**config.mk**
```make
export PLATFORM = sky130hd
export DESIGN_NAME = decode_scoreboard
export DESIGN_NICKNAME = d
export VERILOG_FILES = /design/src/rtl/decode_scoreboard_pkg.sv /design/src/rtl/decode_scoreboard_field_decode.sv /design/src/rtl/decode_scoreboard.sv
export SDC_FILE = /design/constraint.sdc
export NUM_CORES = 1
export LEC_CHECK = 0
export ABC_AREA = 1
export BUFFER_PORTS_ARGS = -buffer_cell sky130_fd_sc_hd__buf_2
export CAP_MARGIN = 20
export CORE_MARGIN = 1.5
export CORE_UTILIZATION = 40
export CTS_CLUSTER_DIAMETER = 200
export DETAILED_ROUTE_END_ITERATION = 16
export PLACE_DENSITY = 0.67
export SYNTH_ARGS = -nofsm -noshare
export SYNTH_HDL_FRONTEND = slang
export SYNTH_SLANG_ARGS = --single-unit
export TNS_END_PERCENT = 5
```
**constraint.sdc**
```tcl
create_clock -name sb_clk -period 4.2 [get_ports sb_clk]
set_input_delay 0.42 -clock sb_clk [delete_from_list [all_inputs] [get_ports sb_clk]]
set_output_delay 0.42 -clock sb_clk [all_outputs]
set_load 0.1 [all_outputs]
```
**src/rtl/decode_scoreboard_pkg.sv**
```systemverilog
// Shared decode definitions: opcode constants, field positions and scoreboard state encoding.
// The decoder stage and the issue scoreboard both import this package.
package decode_scoreboard_pkg;

  localparam int OPCODE_WIDTH = 6;
  localparam int FUNCT_WIDTH  = 6;

  localparam int OPCODE_LSB = 26;
  localparam int RS_LSB     = 21;
  localparam int RT_LSB     = 16;
  localparam int RD_LSB     = 11;
  localparam int FUNCT_LSB  = 0;

  localparam logic [OPCODE_WIDTH-1:0] OP_RTYPE = 6'b000000;
  localparam logic [OPCODE_WIDTH-1:0] OP_J     = 6'b000010;
  localparam logic [OPCODE_WIDTH-1:0] OP_BEQ   = 6'b000100;
  localparam logic [OPCODE_WIDTH-1:0] OP_BNE   = 6'b000101;
  localparam logic [OPCODE_WIDTH-1:0] OP_LW    = 6'b100011;
  localparam logic [OPCODE_WIDTH-1:0] OP_SW    = 6'b101011;
  // Every 001xxx opcode is an immediate ALU op writing rt.
  localparam logic [2:0]              OP_IMM_PREFIX = 3'b001;

  typedef enum logic {
    SB_EMPTY = 1'b0,
    SB_FULL  = 1'b1
  } sb_state_t;

endpackage

```
**src/rtl/decode_scoreboard_field_decode.sv**
```systemverilog
// Combinational instruction classifier: which source fields are read and which
// register (if any) is written. A write to register 0 is dropped here.
module sb_field_decode
  import decode_scoreboard_pkg::*;
#(
  parameter int AWIDTH = 5,
  parameter int IWIDTH = 32
) (
  input  logic [IWIDTH-1:0] instr,
  output logic              use_rs,
  output logic              use_rt,
  output logic [AWIDTH-1:0] rs,
  output logic [AWIDTH-1:0] rt,
  output logic [AWIDTH-1:0] dst,
  output logic              reg_wr,
  output logic              reg_dst
);

  logic [OPCODE_WIDTH-1:0] opcode;
  logic [AWIDTH-1:0]       rd;
  logic                    wr_raw;
  logic                    unused_low;

  assign opcode     = instr[OPCODE_LSB +: OPCODE_WIDTH];
  assign rs         = instr[RS_LSB +: AWIDTH];
  assign rt         = instr[RT_LSB +: AWIDTH];
  assign rd         = instr[RD_LSB +: AWIDTH];
  assign unused_low = ^instr[RD_LSB-1:0];

  always_comb begin
    use_rs  = 1'b0;
    use_rt  = 1'b0;
    dst     = '0;
    wr_raw  = 1'b0;
    reg_dst = 1'b0;
    if (opcode == OP_RTYPE) begin
      use_rs  = 1'b1;
      use_rt  = 1'b1;
      dst     = rd;
      wr_raw  = 1'b1;
      reg_dst = 1'b1;
    end else if (opcode[5:3] == OP_IMM_PREFIX || opcode == OP_LW) begin
      use_rs = 1'b1;
      dst    = rt;
      wr_raw = 1'b1;
    end else if (opcode == OP_SW || opcode == OP_BEQ || opcode == OP_BNE) begin
      use_rs = 1'b1;
      use_rt = 1'b1;
    end
    // OP_J and unknown opcodes fall through as no-ops with no operands.
    reg_wr = wr_raw && (dst != '0);
  end

endmodule

```
**src/rtl/decode_scoreboard.sv**
```systemverilog
// Single-entry issue scoreboard: holds one fetched instruction, stalls it while any
// operand register is busy, and issues it registered to the decoder stage.
module decode_scoreboard
  import decode_scoreboard_pkg::*;
#(
  parameter int AWIDTH = 5,
  parameter int IWIDTH = 32,
  parameter int CWIDTH = 16
) (
  input  logic                     sb_clk,
  input  logic                     sb_rst,
  input  logic                     sb_i_valid,
  input  logic [IWIDTH-1:0]        sb_i_instr,
  output logic                     sb_o_ready,
  input  logic                     sb_i_wb_valid,
  input  logic [AWIDTH-1:0]        sb_i_wb_addr,
  input  logic                     sb_i_flush,
  output logic                     sb_o_ce,
  output logic [IWIDTH-1:0]        sb_o_instr,
  output logic                     sb_o_reg_wr,
  output logic                     sb_o_reg_dst,
  output logic [CWIDTH-1:0]        sb_o_stall_cnt,
  output logic                     sb_o_dbg_state,
  output logic [(1<<AWIDTH)-1:0]   sb_o_dbg_busy
);

  localparam int NREGS = 1 << AWIDTH;

  sb_state_t         state, state_n;
  logic [IWIDTH-1:0] hold_q;
  logic [NREGS-1:0]  busy_q, wb_clr, busy_eff, busy_set;
  logic              use_rs, use_rt, reg_wr, reg_dst;
  logic [AWIDTH-1:0] rs, rt, dst;
  logic              hazard, issue, accept, stall;

  sb_field_decode #(.AWIDTH(AWIDTH), .IWIDTH(IWIDTH)) u_field_decode (
    .instr   (hold_q),
    .use_rs  (use_rs),
    .use_rt  (use_rt),
    .rs      (rs),
    .rt      (rt),
    .dst     (dst),
    .reg_wr  (reg_wr),
    .reg_dst (reg_dst)
  );

  // Same-cycle writeback clears before the hazard check, so a retiring write bypasses.
  always_comb begin
    wb_clr = '0;
    if (sb_i_wb_valid) wb_clr[sb_i_wb_addr] = 1'b1;
    busy_eff = busy_q & ~wb_clr;
    hazard = (use_rs && rs != '0 && busy_eff[rs]) ||
             (use_rt && rt != '0 && busy_eff[rt]) ||
             (reg_wr && busy_eff[dst]);
    busy_set = '0;
    if (issue && reg_wr) busy_set[dst] = 1'b1;
  end

  always_ff @(posedge sb_clk or negedge sb_rst) begin
    if (!sb_rst) state <= SB_EMPTY;
    else         state <= state_n;
  end

  always_comb begin
    state_n = state;
    if (sb_i_flush)  state_n = SB_EMPTY;
    else if (accept) state_n = SB_FULL;
    else if (issue)  state_n = SB_EMPTY;
  end

  // Handshake: an instruction transfers on a rising edge where sb_i_valid and
  // sb_o_ready are both high; sb_o_ready never depends on sb_i_valid, and flush
  // forces it low so nothing is accepted in a flush cycle.
  always_comb begin
    issue      = (state == SB_FULL) && !hazard && !sb_i_flush;
    stall      = (state == SB_FULL) && hazard;
    sb_o_ready = !sb_i_flush && ((state == SB_EMPTY) || issue);
    accept     = sb_i_valid && sb_o_ready;
  end

  always_ff @(posedge sb_clk or negedge sb_rst) begin
    if (!sb_rst) begin
      hold_q         <= '0;
      busy_q         <= '0;
      sb_o_ce        <= 1'b0;
      sb_o_instr     <= '0;
      sb_o_reg_wr    <= 1'b0;
      sb_o_reg_dst   <= 1'b0;
      sb_o_stall_cnt <= '0;
    end else begin
      // OR-ing the set after the clear lets a same-register set win.
      busy_q  <= busy_eff | busy_set;
      sb_o_ce <= issue;
      if (accept) hold_q <= sb_i_instr;
      if (issue) begin
        sb_o_instr   <= hold_q;
        sb_o_reg_wr  <= reg_wr;
        sb_o_reg_dst <= reg_dst;
      end
      if (stall && sb_o_stall_cnt != '1) sb_o_stall_cnt <= sb_o_stall_cnt + CWIDTH'(1);
    end
  end

  assign sb_o_dbg_state = state;
  assign sb_o_dbg_busy  = busy_q;

endmodule
```
==> run summary <==
• finished, final reports clean — outcome
• 3 — buffer and inverter count on the worst path
• 30 — count of unique library cells instantiated by Yosys
• register — category of the worst setup path launch point
• 0 — post-route antenna net violation count
• 116 — Clock Sink Count
• 21.4% — layout-stage area growth over the synthesis result
• 0 — PostCTS Resize Cnt
• 7950 um2 — post-layout instance area
• 17 — number of buffers added by the clock tree synthesis step
• 0 — Ant. Diodes
• 6108 — vias in the first global route
• 4.24% — share of the synthesized area in compound gates (AO/OA/AOI/OAI)
• 924 — synthesized instance count
• 15900 um2 — Core Region
• 5 — Detailed Routing Iterations Pass 1
• 44.3% — fraction of post-synthesis cell area in the top cell type by area
• 2 — CTS max path bufs
• 4.19 nW — static leakage
• 7320 um2 — total placed instance area
• 0.72 ns — CP peak stage delay
• 594 — starting DRC count in detailed routing
• no — setup repair after global routing missed its margin
• 1.87% — parity-gate share of the synthesized area counting xor and xnor cells
• 750 nW/um2 — total power divided by cell area
• 0 — Final Slew Violations
• 0% — multiplexer fraction of the synthesized cell area
• 0.207 ns — final hold slack
• 0 — number of max-capacitance violations reported
• 3.79 ns — final critical delay including setup and external delays
• 5.31 — detail-routed via count per cell
• 14 — logic depth of the worst setup path including buffers
• 0.191% — post-synthesis adder-cell area fraction
• 0.00955 ns — Clock Skew
• 2 — hold path depth
• 31700 um — global-route wire length before repair
• 20300 um — total detailed-routing wirelength
• register to output pin — Setup CP Type
• 0 — number of hold-slack violations in the final timing report
• 16.0 um — Wirelength per Cell
• input port to register — worst min path class
• 52.2% — worst slew slack as a fraction of its limit
• 0.06 ns — post-CTS clock slew at the launch and capture registers of the worst setup and hold paths
• 127 — I/O pins
• 1 — quantity of hold-fixing buffers added after cts
• 131 um — horizontal die dimension
• 1 — initial antenna violation count
• 17100 um2 — die outline area
• sky130_fd_sc_hd__dfrtp_1 — slowest CP cell
• 131 um — die extent in y
• 0 — Remaining DRCs
• 3.37 ns — Worst Path Arrival
• 0 — Setup violations, final
• 13 — maximum net fanout on the critical path
• 16 — reg2reg path depth
• 24.3% — total track usage
• sky130_fd_sc_hd__dfrtp_1 — cell type with the largest total area after synthesis
• 1589 — fill cell total of the finished layout
• sky130_fd_sc_hd__nand2_1 — most repeated library cell on the critical path
• 126 — count of input and output buffers
• done — clock tree from TritonCTS
• 2900 um2 — Register Area
• 0 — YS warnings
• 44.3% — part of the Yosys area used for sequential elements
• 3180 um2 — area of the multi-input gates
• 1082 — # nets final
• 0 — post-CTS repair timing setup buffer count
• 3.78 ns — Critical Path RT
• 571 uV — VDD IR max
• 47 — maximum number of pins on one net before global-route repair
• 0.77 ns — worst-case register-to-register setup slack
• 967 — post-synthesis net count
• simple AND/OR/NAND/NOR gates — combinational family with the most area after synthesis
• 4 — H-tree levels
• 0 — total gr overflow
• 41.1% — Initial Util
• 6738 — number of vias after detailed routing
• sky130_fd_sc_hd__nand2_1, sky130_fd_sc_hd__buf_2, sky130_fd_sc_hd__nand3_1 — most used cells in the layout excluding fill and tap cells
• 0.995 — final estimated routing congestion in global placement
• 14400 um — estimated wirelength of the detail-placed design
• 0 ns — post-route setup TNS
• 0.264 GHz — achievable frequency
• 5.96 mW — post-route total power
• 42.2% — simple-gate portion of the synthesized area
• 0.717 ns — pin slew with the least headroom to its limit
• 18.0% — share of layout cells above drive strength 1
• output pin — Worst Setup End Kind
• inv_2, nor2_1, a21boi_1, nor2_1, nand2_1, nand2_1, nand2_1, nand3_1, nand3_1, nand2_1, inv_1, nand2_2, a21oi_1, buf_2 — ordered cell list for the critical path
• sky130_fd_sc_hd__clkbuf_16 — clk root buf
• simple AND/OR/NAND/NOR gates — cell type group with the largest total delay on the critical path
• 90.1% — final worst-path cycle share
• sky130_fd_sc_hd__dfrtp_1, sky130_fd_sc_hd__nand2_1, sky130_fd_sc_hd__nand3_1, sky130_fd_sc_hd__nand4_1, sky130_fd_sc_hd__nor2_1 — cell types with the largest area share after synthesis
• 116 — Synth Register Bits
• 7.09 um2 — synthesized area divided by synthesized cell count
• 6550 um2 — netlist area before placement
• 0.42 ns — worst skew pair latency
• 46 — number of placement rows
• sky130_fd_sc_hd__nand2_1 — commonest non-fill, non-tap cell in the layout
[worst reg2reg max path: stages, from the launching register on]
cell and delay, ns:
sky130_fd_sc_hd__dfrtp_1 0.72, sky130_fd_sc_hd__inv_2 0.25, sky130_fd_sc_hd__nor2_1 0.49, sky130_fd_sc_hd__a21boi_1 0.23
sky130_fd_sc_hd__nor2_1 0.06, sky130_fd_sc_hd__nand2_1 0.05, sky130_fd_sc_hd__nand2_1 0.09, sky130_fd_sc_hd__nand2_1 0.07
sky130_fd_sc_hd__nand3_1 0.07, sky130_fd_sc_hd__nand3_1 0.08, sky130_fd_sc_hd__nand2_1 0.08, sky130_fd_sc_hd__inv_1 0.07
sky130_fd_sc_hd__nand2_2 0.10, sky130_fd_sc_hd__nand2_2 0.09, sky130_fd_sc_hd__nand3_2 0.53, sky130_fd_sc_hd__nand2_1 0.24
sky130_fd_sc_hd__nand2_1 0.08
[final cells by class]
| cell class | count | share of cell area (%) |
|---|---|---|
| clock buffers | 20 | 5.62 |
| well taps | 216 | 3.40 |
| repair buffers | 137 | 9.03 |
| clock inverters | 12 | 2.23 |
| multi-input cells | 700 | 40.0 |
| inverters | 67 | 3.19 |
| flip-flops and latches | 116 | 36.5 |
[final timing paths]
check	from	endpoint
worst max-delay path	hold_q[16]$_DFFE_PN0P_	sb_o_ready
worst min-delay path	sb_i_flush	sb_o_dbg_state$_DFFE_PN0P_
worst max register to register	hold_q[16]$_DFFE_PN0P_	hold_q[15]$_DFFE_PN0P_
worst min register to register	hold_q[6]$_DFFE_PN0P_	hold_q[6]$_DFFE_PN0P_
max in group asynchronous	sb_rst	hold_q[22]$_DFFE_PN0P_
min in group asynchronous	sb_rst	sb_o_dbg_busy[13]$_DFF_PN0_
[per-layer routing]
layer	up-vias	wire, um	GRT usage [%]	share of wire [%]
met4	2	663	12.1	3.3
met2	373	8910	36.1	44
met5	-	17	0	0.084
met1	3036	9040	33.6	44
met3	59	1710	5.01	8.4
li1	3268	-	-	-
[metrics by stage]
stage | utilization, % | setup slack, ns | instances
after detailed placement | 45.9 | 0.888 | 1235
after floorplan | - | 0.691 | 924
final | 49.9 | 0.414 | 1268
after global routing | 49.9 | 0.247 | 1268
after CTS | 49.9 | 0.480 | 1268
after global placement | 45.9 | 0.904 | 1235
[flip-flops by register name, indices dropped and copies added, names as in the netlist]
| register | cells |
|---|---|
| hold_q | 32 |
| sb_o_stall_cnt | 16 |
| sb_o_reg_dst | 1 |
| sb_o_dbg_state | 1 |
| sb_o_dbg_busy | 32 |
| sb_o_reg_wr | 1 |
| sb_o_ce | 1 |
| sb_o_instr | 32 |
[cell families (layout without fill, tap and decap cells)]
| kind of cell | Yosys count | count (layout) |
|---|---|---|
| compound gates | 53 | 53 |
| flops | 116 | 116 |
| buf+inv | 108 | 236 |
| fa+ha+maj | 1 | 1 |
| xor+xnor | 14 | 14 |
| simple gates | 632 | 632 |
[cell usage after synthesis]
master                     count
sky130_fd_sc_hd__dfrtp_1     116
sky130_fd_sc_hd__nand3_1     121
sky130_fd_sc_hd__a21boi_0      1
sky130_fd_sc_hd__nor3_1        3
sky130_fd_sc_hd__nand3_2       1
sky130_fd_sc_hd__nor2_1       68
sky130_fd_sc_hd__o22ai_2       1
sky130_fd_sc_hd__inv_2         8
sky130_fd_sc_hd__buf_4         7
sky130_fd_sc_hd__inv_4         1
sky130_fd_sc_hd__nand2_4       2
sky130_fd_sc_hd__buf_6         2
sky130_fd_sc_hd__o21ai_1      28
sky130_fd_sc_hd__a21oi_1      14
sky130_fd_sc_hd__a21boi_1      1
sky130_fd_sc_hd__nor2_2        3
sky130_fd_sc_hd__nand2_1     355
sky130_fd_sc_hd__buf_1         2
sky130_fd_sc_hd__inv_1        56
sky130_fd_sc_hd__clkbuf_1     15
sky130_fd_sc_hd__ha_1          1
sky130_fd_sc_hd__nor4_1        3
sky130_fd_sc_hd__nand2_2       5
sky130_fd_sc_hd__xnor2_1      11
sky130_fd_sc_hd__buf_2        15
sky130_fd_sc_hd__o21ai_0       8
sky130_fd_sc_hd__nand3_4       1
sky130_fd_sc_hd__xor2_1        3
sky130_fd_sc_hd__nand4_1      70
sky130_fd_sc_hd__clkinv_1      2
[where the power goes]
| group | switching [mW] | internal, mW |
|---|---|---|
| Combinational | 2.30 | 0.492 |
| Clock | 0.541 | 1.01 |
| Sequential | 0.234 | 1.38 |
| Total | 3.08 | 2.88 |
Power figures use the tool's default switching activity.
